## src/rtl/stopwatch_pkg.sv

```systemverilog
// Shared types, widths and the seven-segment lookup for the stopwatch display path.
package stopwatch_pkg;

  localparam int unsigned MIN_W = 8;
  localparam int unsigned SEC_W = 6;
  localparam int unsigned ST_W  = 2;
  localparam int unsigned BIN_W = 8;
  localparam int unsigned BCD_W = 12;
  localparam int unsigned DIG_W = 4;

  localparam logic [6:0] SEG_BLANK = 7'h7F;

  typedef enum logic [ST_W-1:0] {
    ST_IDLE  = 2'b00,
    ST_RUN   = 2'b01,
    ST_PAUSE = 2'b10,
    ST_RSVD  = 2'b11
  } status_e;

  typedef enum logic [1:0] {
    CONV_IDLE  = 2'd0,
    CONV_SHIFT = 2'd1,
    CONV_LOAD  = 2'd2
  } conv_state_e;

  // Active-low common-anode pattern, bit0 = segment a .. bit6 = segment g.
  function automatic logic [6:0] seg_encode(input logic [DIG_W-1:0] d);
    logic [6:0] s;
    case (d)
      4'd0:    s = 7'h40;
      4'd1:    s = 7'h79;
      4'd2:    s = 7'h24;
      4'd3:    s = 7'h30;
      4'd4:    s = 7'h19;
      4'd5:    s = 7'h12;
      4'd6:    s = 7'h02;
      4'd7:    s = 7'h78;
      4'd8:    s = 7'h00;
      4'd9:    s = 7'h10;
      default: s = SEG_BLANK;
    endcase
    return s;
  endfunction

endpackage

```

## src/rtl/stopwatch_display_if.sv

```systemverilog
// Time/status bus from stopwatch_top (master) to stopwatch_display (slave).
//   minutes : binary minutes
//   seconds : binary seconds, 0..59
//   status  : 00 idle, 01 running, 10 paused, 11 reserved
interface stopwatch_display_if;
  import stopwatch_pkg::*;

  logic [MIN_W-1:0] minutes;
  logic [SEC_W-1:0] seconds;
  logic [ST_W-1:0]  status;

  modport master (output minutes, seconds, status);
  modport slave  (input  minutes, seconds, status);
endinterface

```

## src/rtl/stopwatch_display_bin2bcd_seq.sv

```systemverilog
// Sequential double-dabble converter: LANES independent 8-bit operands
// converted in parallel, one iteration per cycle, 8 iterations.
//   start  : load operands (ignored while busy)
//   bin    : packed operands, lane 0 in the low byte
//   busy   : iteration in progress
//   done_c : combinational, high in the cycle of the final iteration
//   bcd    : packed 12-bit BCD results, valid once busy falls
module bin2bcd_seq
  import stopwatch_pkg::*;
#(
  parameter int unsigned LANES = 2
) (
  input  logic                   clk,
  input  logic                   rst_n,
  input  logic                   start,
  input  logic [LANES*BIN_W-1:0] bin,
  output logic                   busy,
  output logic                   done_c,
  output logic [LANES*BCD_W-1:0] bcd
);

  localparam int unsigned ITERS = BIN_W;
  localparam int unsigned CNT_W = $clog2(ITERS);

  logic [LANES*BIN_W-1:0] sh_q;
  logic [LANES*BIN_W-1:0] sh_d;
  logic [LANES*BCD_W-1:0] bcd_d;
  logic [CNT_W-1:0]       cnt_q;

  // Add 3 to every BCD nibble that is 5 or more before the shift.
  function automatic logic [BCD_W-1:0] dabble_adjust(input logic [BCD_W-1:0] v);
    logic [BCD_W-1:0] r;
    r = v;
    for (int n = 0; n < int'(BCD_W / 4); n++) begin
      if (r[n*4 +: 4] >= 4'd5) r[n*4 +: 4] = r[n*4 +: 4] + 4'd3;
    end
    return r;
  endfunction

  // One iteration per lane: adjust, then shift the binary MSB into the BCD field.
  always_comb begin
    sh_d  = sh_q;
    bcd_d = bcd;
    for (int l = 0; l < int'(LANES); l++) begin
      {bcd_d[l*BCD_W +: BCD_W], sh_d[l*BIN_W +: BIN_W]} =
        {dabble_adjust(bcd[l*BCD_W +: BCD_W]), sh_q[l*BIN_W +: BIN_W]} << 1;
    end
  end

  assign done_c = busy && (cnt_q == CNT_W'(ITERS - 1));

  // Iteration sequencer.
  always_ff @(posedge clk or negedge rst_n) begin
    if (!rst_n) begin
      busy  <= 1'b0;
      cnt_q <= '0;
      sh_q  <= '0;
      bcd   <= '0;
    end else if (start && !busy) begin
      busy  <= 1'b1;
      cnt_q <= '0;
      sh_q  <= bin;
      bcd   <= '0;
    end else if (busy) begin
      sh_q  <= sh_d;
      bcd   <= bcd_d;
      cnt_q <= cnt_q + CNT_W'(1);
      if (done_c) busy <= 1'b0;
    end
  end

endmodule

```

## src/rtl/stopwatch_display.sv

```systemverilog
// Stopwatch 4-digit multiplexed common-anode 7-segment driver.
//   clk, rst_n : clock, async active-low reset
//   sw         : time/status bus (slave side)
//   seg_n      : active-low segments, bit0 = a .. bit6 = g
//   an_n       : active-low digit enables, bit3 = minutes tens .. bit0 = seconds units
//   dp_n       : active-low colon, shown on the minutes-units digit
//   busy       : BCD conversion in progress
module stopwatch_display
  import stopwatch_pkg::*;
#(
  parameter int unsigned SCAN_DIV  = 50000,
  parameter int unsigned BLINK_DIV = 25000000
) (
  input  logic               clk,
  input  logic               rst_n,
  stopwatch_display_if.slave sw,
  output logic [6:0]         seg_n,
  output logic [3:0]         an_n,
  output logic               dp_n,
  output logic               busy
);

  localparam int unsigned LANES   = 2;
  localparam int unsigned SCAN_W  = (SCAN_DIV  > 2) ? $clog2(SCAN_DIV)  : 1;
  localparam int unsigned BLINK_W = (BLINK_DIV > 2) ? $clog2(BLINK_DIV) : 1;

  conv_state_e state_q, state_d;
  logic        start_c, load_c, changed_c;

  logic [MIN_W-1:0]       cap_min_q, min_sat_c;
  logic [SEC_W-1:0]       cap_sec_q;
  logic [LANES*BIN_W-1:0] eng_bin_c;
  logic [LANES*BCD_W-1:0] eng_bcd;
  logic                   eng_busy, eng_done_c;
  logic                   unused_hundreds;

  logic [4*DIG_W-1:0] digits_q;
  logic [SCAN_W-1:0]  scan_cnt_q;
  logic [1:0]         scan_idx_q;
  logic [BLINK_W-1:0] blink_cnt_q;
  logic               blink_phase_q;
  logic [ST_W-1:0]    status_q;
  logic               pause_entry_c, colon_n_c;

  assign changed_c = {sw.minutes, sw.seconds} != {cap_min_q, cap_sec_q};
  assign min_sat_c = (sw.minutes > MIN_W'(99)) ? MIN_W'(99) : sw.minutes;
  // Lane 0 = seconds, lane 1 = minutes.
  assign eng_bin_c = {BIN_W'(min_sat_c), BIN_W'(sw.seconds)};

  bin2bcd_seq #(.LANES(LANES)) u_bcd (
    .clk    (clk),
    .rst_n  (rst_n),
    .start  (start_c),
    .bin    (eng_bin_c),
    .busy   (eng_busy),
    .done_c (eng_done_c),
    .bcd    (eng_bcd)
  );

  // Both values are clamped to 99, so the hundreds nibbles are always zero.
  assign unused_hundreds = ^{eng_bcd[BCD_W+8 +: 4], eng_bcd[8 +: 4]};

  // Conversion FSM: state register.
  always_ff @(posedge clk or negedge rst_n) begin
    if (!rst_n) state_q <= CONV_IDLE;
    else        state_q <= state_d;
  end

  // Conversion FSM: next state.
  always_comb begin
    state_d = state_q;
    case (state_q)
      CONV_IDLE:  if (changed_c && !eng_busy) state_d = CONV_SHIFT;
      CONV_SHIFT: if (eng_done_c)             state_d = CONV_LOAD;
      CONV_LOAD:                              state_d = CONV_IDLE;
      default:                                state_d = CONV_IDLE;
    endcase
  end

  // Conversion FSM: control strobes.
  always_comb begin
    start_c = 1'b0;
    load_c  = 1'b0;
    case (state_q)
      CONV_IDLE: start_c = changed_c && !eng_busy;
      CONV_LOAD: load_c  = 1'b1;
      default: ;
    endcase
  end

  // Capture, busy flag and display digit registers.
  always_ff @(posedge clk or negedge rst_n) begin
    if (!rst_n) begin
      cap_min_q <= '0;
      cap_sec_q <= '0;
      busy      <= 1'b0;
      digits_q  <= '0;
    end else begin
      busy <= (state_d != CONV_IDLE);
      if (start_c) begin
        cap_min_q <= sw.minutes;
        cap_sec_q <= sw.seconds;
      end
      if (load_c) begin
        digits_q <= {eng_bcd[BCD_W+4 +: 4], eng_bcd[BCD_W +: 4],
                     eng_bcd[4 +: 4],       eng_bcd[0 +: 4]};
      end
    end
  end

  // Blink restarts lit whenever status enters paused.
  assign pause_entry_c = (sw.status == ST_PAUSE) && (status_q != ST_PAUSE);

  always_ff @(posedge clk or negedge rst_n) begin
    if (!rst_n) begin
      status_q      <= ST_IDLE;
      blink_cnt_q   <= '0;
      blink_phase_q <= 1'b0;
    end else begin
      status_q <= sw.status;
      if (pause_entry_c) begin
        blink_cnt_q   <= '0;
        blink_phase_q <= 1'b0;
      end else if (blink_cnt_q == BLINK_W'(BLINK_DIV - 1)) begin
        blink_cnt_q   <= '0;
        blink_phase_q <= ~blink_phase_q;
      end else begin
        blink_cnt_q <= blink_cnt_q + BLINK_W'(1);
      end
    end
  end

  always_comb begin
    colon_n_c = 1'b1;
    case (status_q)
      ST_RUN:   colon_n_c = 1'b0;
      ST_PAUSE: colon_n_c = blink_phase_q;
      default:  colon_n_c = 1'b1;
    endcase
  end

  // Digit scan; an_n, seg_n and dp_n all derive from the same index on the same edge.
  always_ff @(posedge clk or negedge rst_n) begin
    if (!rst_n) begin
      scan_cnt_q <= '0;
      scan_idx_q <= 2'd0;
      an_n       <= 4'hF;
      seg_n      <= SEG_BLANK;
      dp_n       <= 1'b1;
    end else begin
      if (scan_cnt_q == SCAN_W'(SCAN_DIV - 1)) begin
        scan_cnt_q <= '0;
        scan_idx_q <= scan_idx_q + 2'd1;
      end else begin
        scan_cnt_q <= scan_cnt_q + SCAN_W'(1);
      end
      an_n  <= ~(4'b0001 << scan_idx_q);
      seg_n <= seg_encode(digits_q[{scan_idx_q, 2'b00} +: DIG_W]);
      dp_n  <= (scan_idx_q == 2'd2) ? colon_n_c : 1'b1;
    end
  end

endmodule
```

## src/flat_wrapper.sv

```systemverilog
// flat-port wrapper written by rule: the top's interface ports become plain ports
module stopwatch_display_flat import stopwatch_pkg::*;
#(
  parameter int unsigned SCAN_DIV  = 50000,
  parameter int unsigned BLINK_DIV = 25000000
)
  (clk, rst_n, seg_n, an_n, dp_n, busy, sw_minutes, sw_seconds, sw_status);
  stopwatch_display_if sw_i ();
  input  logic clk;
  input  logic rst_n;
  output logic [6:0] seg_n;
  output logic [3:0] an_n;
  output logic dp_n;
  output logic busy;
  input wire logic [$bits(sw_i.minutes)-1:0] sw_minutes;
  input wire logic [$bits(sw_i.seconds)-1:0] sw_seconds;
  input wire logic [$bits(sw_i.status)-1:0] sw_status;
  assign sw_i.minutes = sw_minutes;
  assign sw_i.seconds = sw_seconds;
  assign sw_i.status = sw_status;
  stopwatch_display #(.SCAN_DIV(SCAN_DIV), .BLINK_DIV(BLINK_DIV)) u_core (.clk(clk), .rst_n(rst_n), .sw(sw_i), .seg_n(seg_n), .an_n(an_n), .dp_n(dp_n), .busy(busy));
endmodule
```

## config.mk

```make
export PLATFORM = sky130hd
export DESIGN_NAME = stopwatch_display_flat
export DESIGN_NICKNAME = d
export VERILOG_FILES = /design/src/rtl/stopwatch_pkg.sv /design/src/rtl/stopwatch_display_if.sv /design/src/rtl/stopwatch_display_bin2bcd_seq.sv /design/src/rtl/stopwatch_display.sv /design/src/flat_wrapper.sv
export SDC_FILE = /design/constraint.sdc
export NUM_CORES = 1
export LEC_CHECK = 0
export ABC_AREA = 1
export CAP_MARGIN = 40
export CORE_UTILIZATION = 40
export DETAILED_ROUTE_END_ITERATION = 10
export PLACE_DENSITY_LB_ADDON = 0.1
export REMOVE_ABC_BUFFERS = 1
export SLEW_MARGIN = 15
export SYNTH_ARGS = -nofsm -noshare
export SYNTH_HDL_FRONTEND = slang
export SYNTH_SLANG_ARGS = --single-unit
export TNS_END_PERCENT = 20
```

## constraint.sdc

```tcl
create_clock -name clk -period 2 [get_ports clk]
set_input_delay 0.4 -clock clk [delete_from_list [all_inputs] [get_ports clk]]
set_output_delay 0.4 -clock clk [all_outputs]
set_load 0.03 [all_outputs]
```

==> flow_summary.ini <==
[routing]
wl_per_cell_microns = 12.6
drt_iter0_markers = 268
drc = 0
vias_per_cell = 4.85
route.vias.total = 5316
ant_nets = 0
drt-total-wl_microns = 13800
initial_drt_pass_iterations = 4

[cells_and_area]
area_growth_pct = 19.8
final_cell_mix = 190 x sky130_fd_sc_hd__nand2_1, 118 x sky130_fd_sc_hd__inv_1, 115 x sky130_fd_sc_hd__dfrtp_1
multiInputGateArea_sq_um = 2730
post-route-cell-area_sq_um = 7780
final_cells = 1096
final_layout_size_suffix_gt1_share_pct = 10.5
finalNetCount = 906
diodes_inserted = 0
fillers = 1574
mostFrequentLayoutCell = sky130_fd_sc_hd__nand2_1
sequential_cell_area_sq_um = 3190

[power_and_ir_drop]
fin_total_pwr_w = 0.00998
vdd_ir_drop_max_mv = 0.746
power_leakage_nw = 3.81
power_density_relative_to_cell_area_nw_per_um2 = 1280

[yosys]
netlist_area_sq_um = 6500
ys_types = 37
mean_area_per_synthesized_cell_sq_um = 8.02
postSynthRegisterBits = 127
syn_inst = 810
portion_of_the_post_synthesis_area_used_by_sequential_elements_pct = 49.1
yosysWarningCount = 0

[floorplanning]
ioPinCount = 31
placeableCoreArea_sq_um = 15900
die_h_microns = 129
start_util_pct = 40.9
die_width_microns = 129
fp.dieArea_sq_um = 16800
std_cell_rows = 46

[timing]
setup_viol = 0
fmaxAchievable_ghz = 0.543
report.final.hold_viol_count = 0
fin_crit_sh_pct = 92.2
timing_worst_slew_pin_value_ns = 0.507
setup-tns-final_ns = 0
finalMaxSlewViolations = 0
layout_min_cycle_time_ns = 1.84
slew_headroom_pct = 66.2
timing.clock.skew_ns = 0.0115
setup_ws_ns = 0.157

[clock_tree]
clk_pin_slew_worst_paths_ns = 0.06
clock_insertion_delay_worst_skew_ns = 0.43
cts-buffers-inserted = 17
htree_levels = 4
numClockSinks = 127
cts_tree = done
clockRootBuffer = sky130_fd_sc_hd__clkbuf_16
cts.path.max_buffers = 2

[worst_setup_path]
worst_setup_path_end_kind = register
setup.worst_path.class = reg -> reg
worst_r2r_startpoint = u_core.blink_cnt_q[0]$_DFF_PN0_
worst-r2r-setup-slack_ns = 0.16
crit_path_start = u_core.blink_cnt_q[0]$_DFF_PN0_
required_time_reported_for_the_critical_path_endpoint_ns = 2.34
worst-endpoint-arrival_ns = 2.18
timing.critical_path.fanout_max = 15
crit_path_start_kind = register

[placement]
post-dp-hpwl_microns = 9830
gpl.final_weighted_congestion = 0.877
detailedPlace.worstSlack_ns = -0.0960
detailed_place.area_sq_um = 7220
dp.cells = 1063
buffer_ports.inserted = 30

[global_route]
grt.overflow.total = 0
vias_in_the_first_global_route = 5157
antenna_found_initial = 0
grt_max_degree = 65
grt_first_pass_wirelength_microns = 24200
grt_usage_pct = 18.4

[run_status]
run_status = finished, final reports clean

[hold_path]
min-delay-start = sw_status[0]
timing.hold.worst.class = in -> reg

[flow_run]
max_cap_viol_count = 0
[critical path, stage by stage (launching register included)]
cell and delay [ns]:
sky130_fd_sc_hd__dfrtp_1 0.43, sky130_fd_sc_hd__ha_1 0.25, sky130_fd_sc_hd__nand2_2 0.10, sky130_fd_sc_hd__nor2_4 0.14, sky130_fd_sc_hd__nand4_1 0.14, sky130_fd_sc_hd__nor3_2 0.18
sky130_fd_sc_hd__nand2_2 0.15, sky130_fd_sc_hd__nand2_4 0.20, sky130_fd_sc_hd__nand3_1 0.08, sky130_fd_sc_hd__o21ai_0 0.08
[registers in the layout, indices dropped and copies added, names as in the netlist]
name / count
u_core.blink_cnt_q: 25
u_core.status_q: 2
u_core.dp_n: 1
u_core.scan_cnt_q: 16
u_core.u_bcd.busy: 1
u_core.u_bcd.bcd: 16
u_core.seg_n: 7
u_core.busy: 1
u_core.an_n: 4
u_core.u_bcd.sh_q: 16
u_core.cap_sec_q: 6
u_core.digits_q: 16
u_core.u_bcd.cnt_q: 3
u_core.cap_min_q: 8
u_core.state_q: 2
u_core.scan_idx_q: 2
u_core.blink_phase_q: 1
[final timing paths]
check,to,cells past startpoint
setup / recovery,u_core.blink_phase_q$_DFFE_PN0P_,9
max in group asynchronous,u_core.seg_n[5]$_DFF_PN1_,3
hold reg to reg,u_core.scan_cnt_q[13]$_DFF_PN0_,1
min in group asynchronous,u_core.blink_cnt_q[13]$_DFF_PN0_,3
setup reg to reg,u_core.blink_phase_q$_DFFE_PN0P_,9
hold / removal,u_core.status_q[0]$_DFF_PN0_,1
[synthesized netlist by cell type]
cell,n,area (sq um)
sky130_fd_sc_hd__a21o_1,1,7.51
sky130_fd_sc_hd__a21oi_1,16,80.1
sky130_fd_sc_hd__a31oi_1,1,6.26
sky130_fd_sc_hd__buf_1,1,3.75
sky130_fd_sc_hd__buf_2,8,40.0
sky130_fd_sc_hd__buf_6,4,45.0
sky130_fd_sc_hd__clkbuf_1,8,30.0
sky130_fd_sc_hd__dfrtp_1,115,2880
sky130_fd_sc_hd__dfstp_2,12,315
sky130_fd_sc_hd__ha_1,21,263
sky130_fd_sc_hd__inv_1,118,443
sky130_fd_sc_hd__inv_2,3,11.3
sky130_fd_sc_hd__nand2_1,190,713
sky130_fd_sc_hd__nand2_2,5,31.3
sky130_fd_sc_hd__nand2_4,1,11.3
sky130_fd_sc_hd__nand3_1,70,350
sky130_fd_sc_hd__nand3_2,2,20.0
sky130_fd_sc_hd__nand3_4,1,17.5
sky130_fd_sc_hd__nand4_1,15,93.8
sky130_fd_sc_hd__nor2_1,74,278
sky130_fd_sc_hd__nor2_2,3,18.8
sky130_fd_sc_hd__nor2_4,2,22.5
sky130_fd_sc_hd__nor3_1,19,95.1
sky130_fd_sc_hd__nor3_2,3,30.0
sky130_fd_sc_hd__nor3b_1,7,52.6
sky130_fd_sc_hd__nor4_1,4,25.0
sky130_fd_sc_hd__o211ai_1,1,7.51
sky130_fd_sc_hd__o21a_1,1,7.51
sky130_fd_sc_hd__o21ai_0,57,285
sky130_fd_sc_hd__o21ai_1,17,85.1
sky130_fd_sc_hd__o21bai_1,1,7.51
sky130_fd_sc_hd__o22ai_1,7,43.8
sky130_fd_sc_hd__o31ai_1,1,7.51
sky130_fd_sc_hd__or2_1,2,12.5
sky130_fd_sc_hd__or2_2,3,18.8
sky130_fd_sc_hd__xnor2_1,1,8.76
sky130_fd_sc_hd__xor2_1,15,131
[metrics by stage]
stage | hold WS, ns | utilization (%)
global placement | 0.446 | 45.4
CTS | 0.440 | 49.0
finish | 0.462 | 49.0
floorplan | 0.104 | -
detailed placement | 0.446 | 45.4
global route | 0.446 | 49.0
[repair_timing]
item	CTS	global route
setup endpoints to repair	12	1
hold buffers	1	0
gates resized for setup	12	1
buffers inserted	0	0
hold endpoints to repair	4	0
[report_power, final]
| group | total [W] | internal, W | leakage (nW) | switching [W] |
|---|---|---|---|---|
| clock network | 0.00296 | 0.00187 | 0.277 | 0.00110 |
| registers | 0.00387 | 0.00341 | 1.60 | 0.000465 |
| logic | 0.00314 | 0.00122 | 1.93 | 0.00192 |
[per-layer routing]
| metal | vias to the layer above | share of wire [%] | track usage (%) |
|---|---|---|---|
| met1 | 2539 | 49 | 23.8 |
| met2 | 62 | 47 | 29.7 |
| met3 | 11 | 2.9 | 5.00 |
| met5 | - | 0 | 0 |
| met4 | 0 | 1.2 | 6.70 |
| li1 | 2704 | - | - |
[area by class of cell]
cell class | instances | share of cell area [%]
Timing Repair Buffer | 59 | 7.27
Sequential cell | 127 | 41.0
Inverter | 121 | 5.84
Clock inverter | 5 | 0.675
Tap cell | 216 | 3.47
Clock buffer | 27 | 6.59
Multi-Input combinational cell | 541 | 35.1
[cells by family (layout without fill, tap and decap cells)]
kind of cell | Yosys count | in the layout | synth area share [%]
buf+inv | 142 | 212 | 8.82
fa+ha+maj | 21 | 21 | 4.04
flops | 127 | 127 | 49.1
simple gates | 401 | 401 | 27.6
xor+xnor | 16 | 16 | 2.16
compound gates | 103 | 103 | 8.28
No activity file was read; power rests on OpenSTA's default activity.
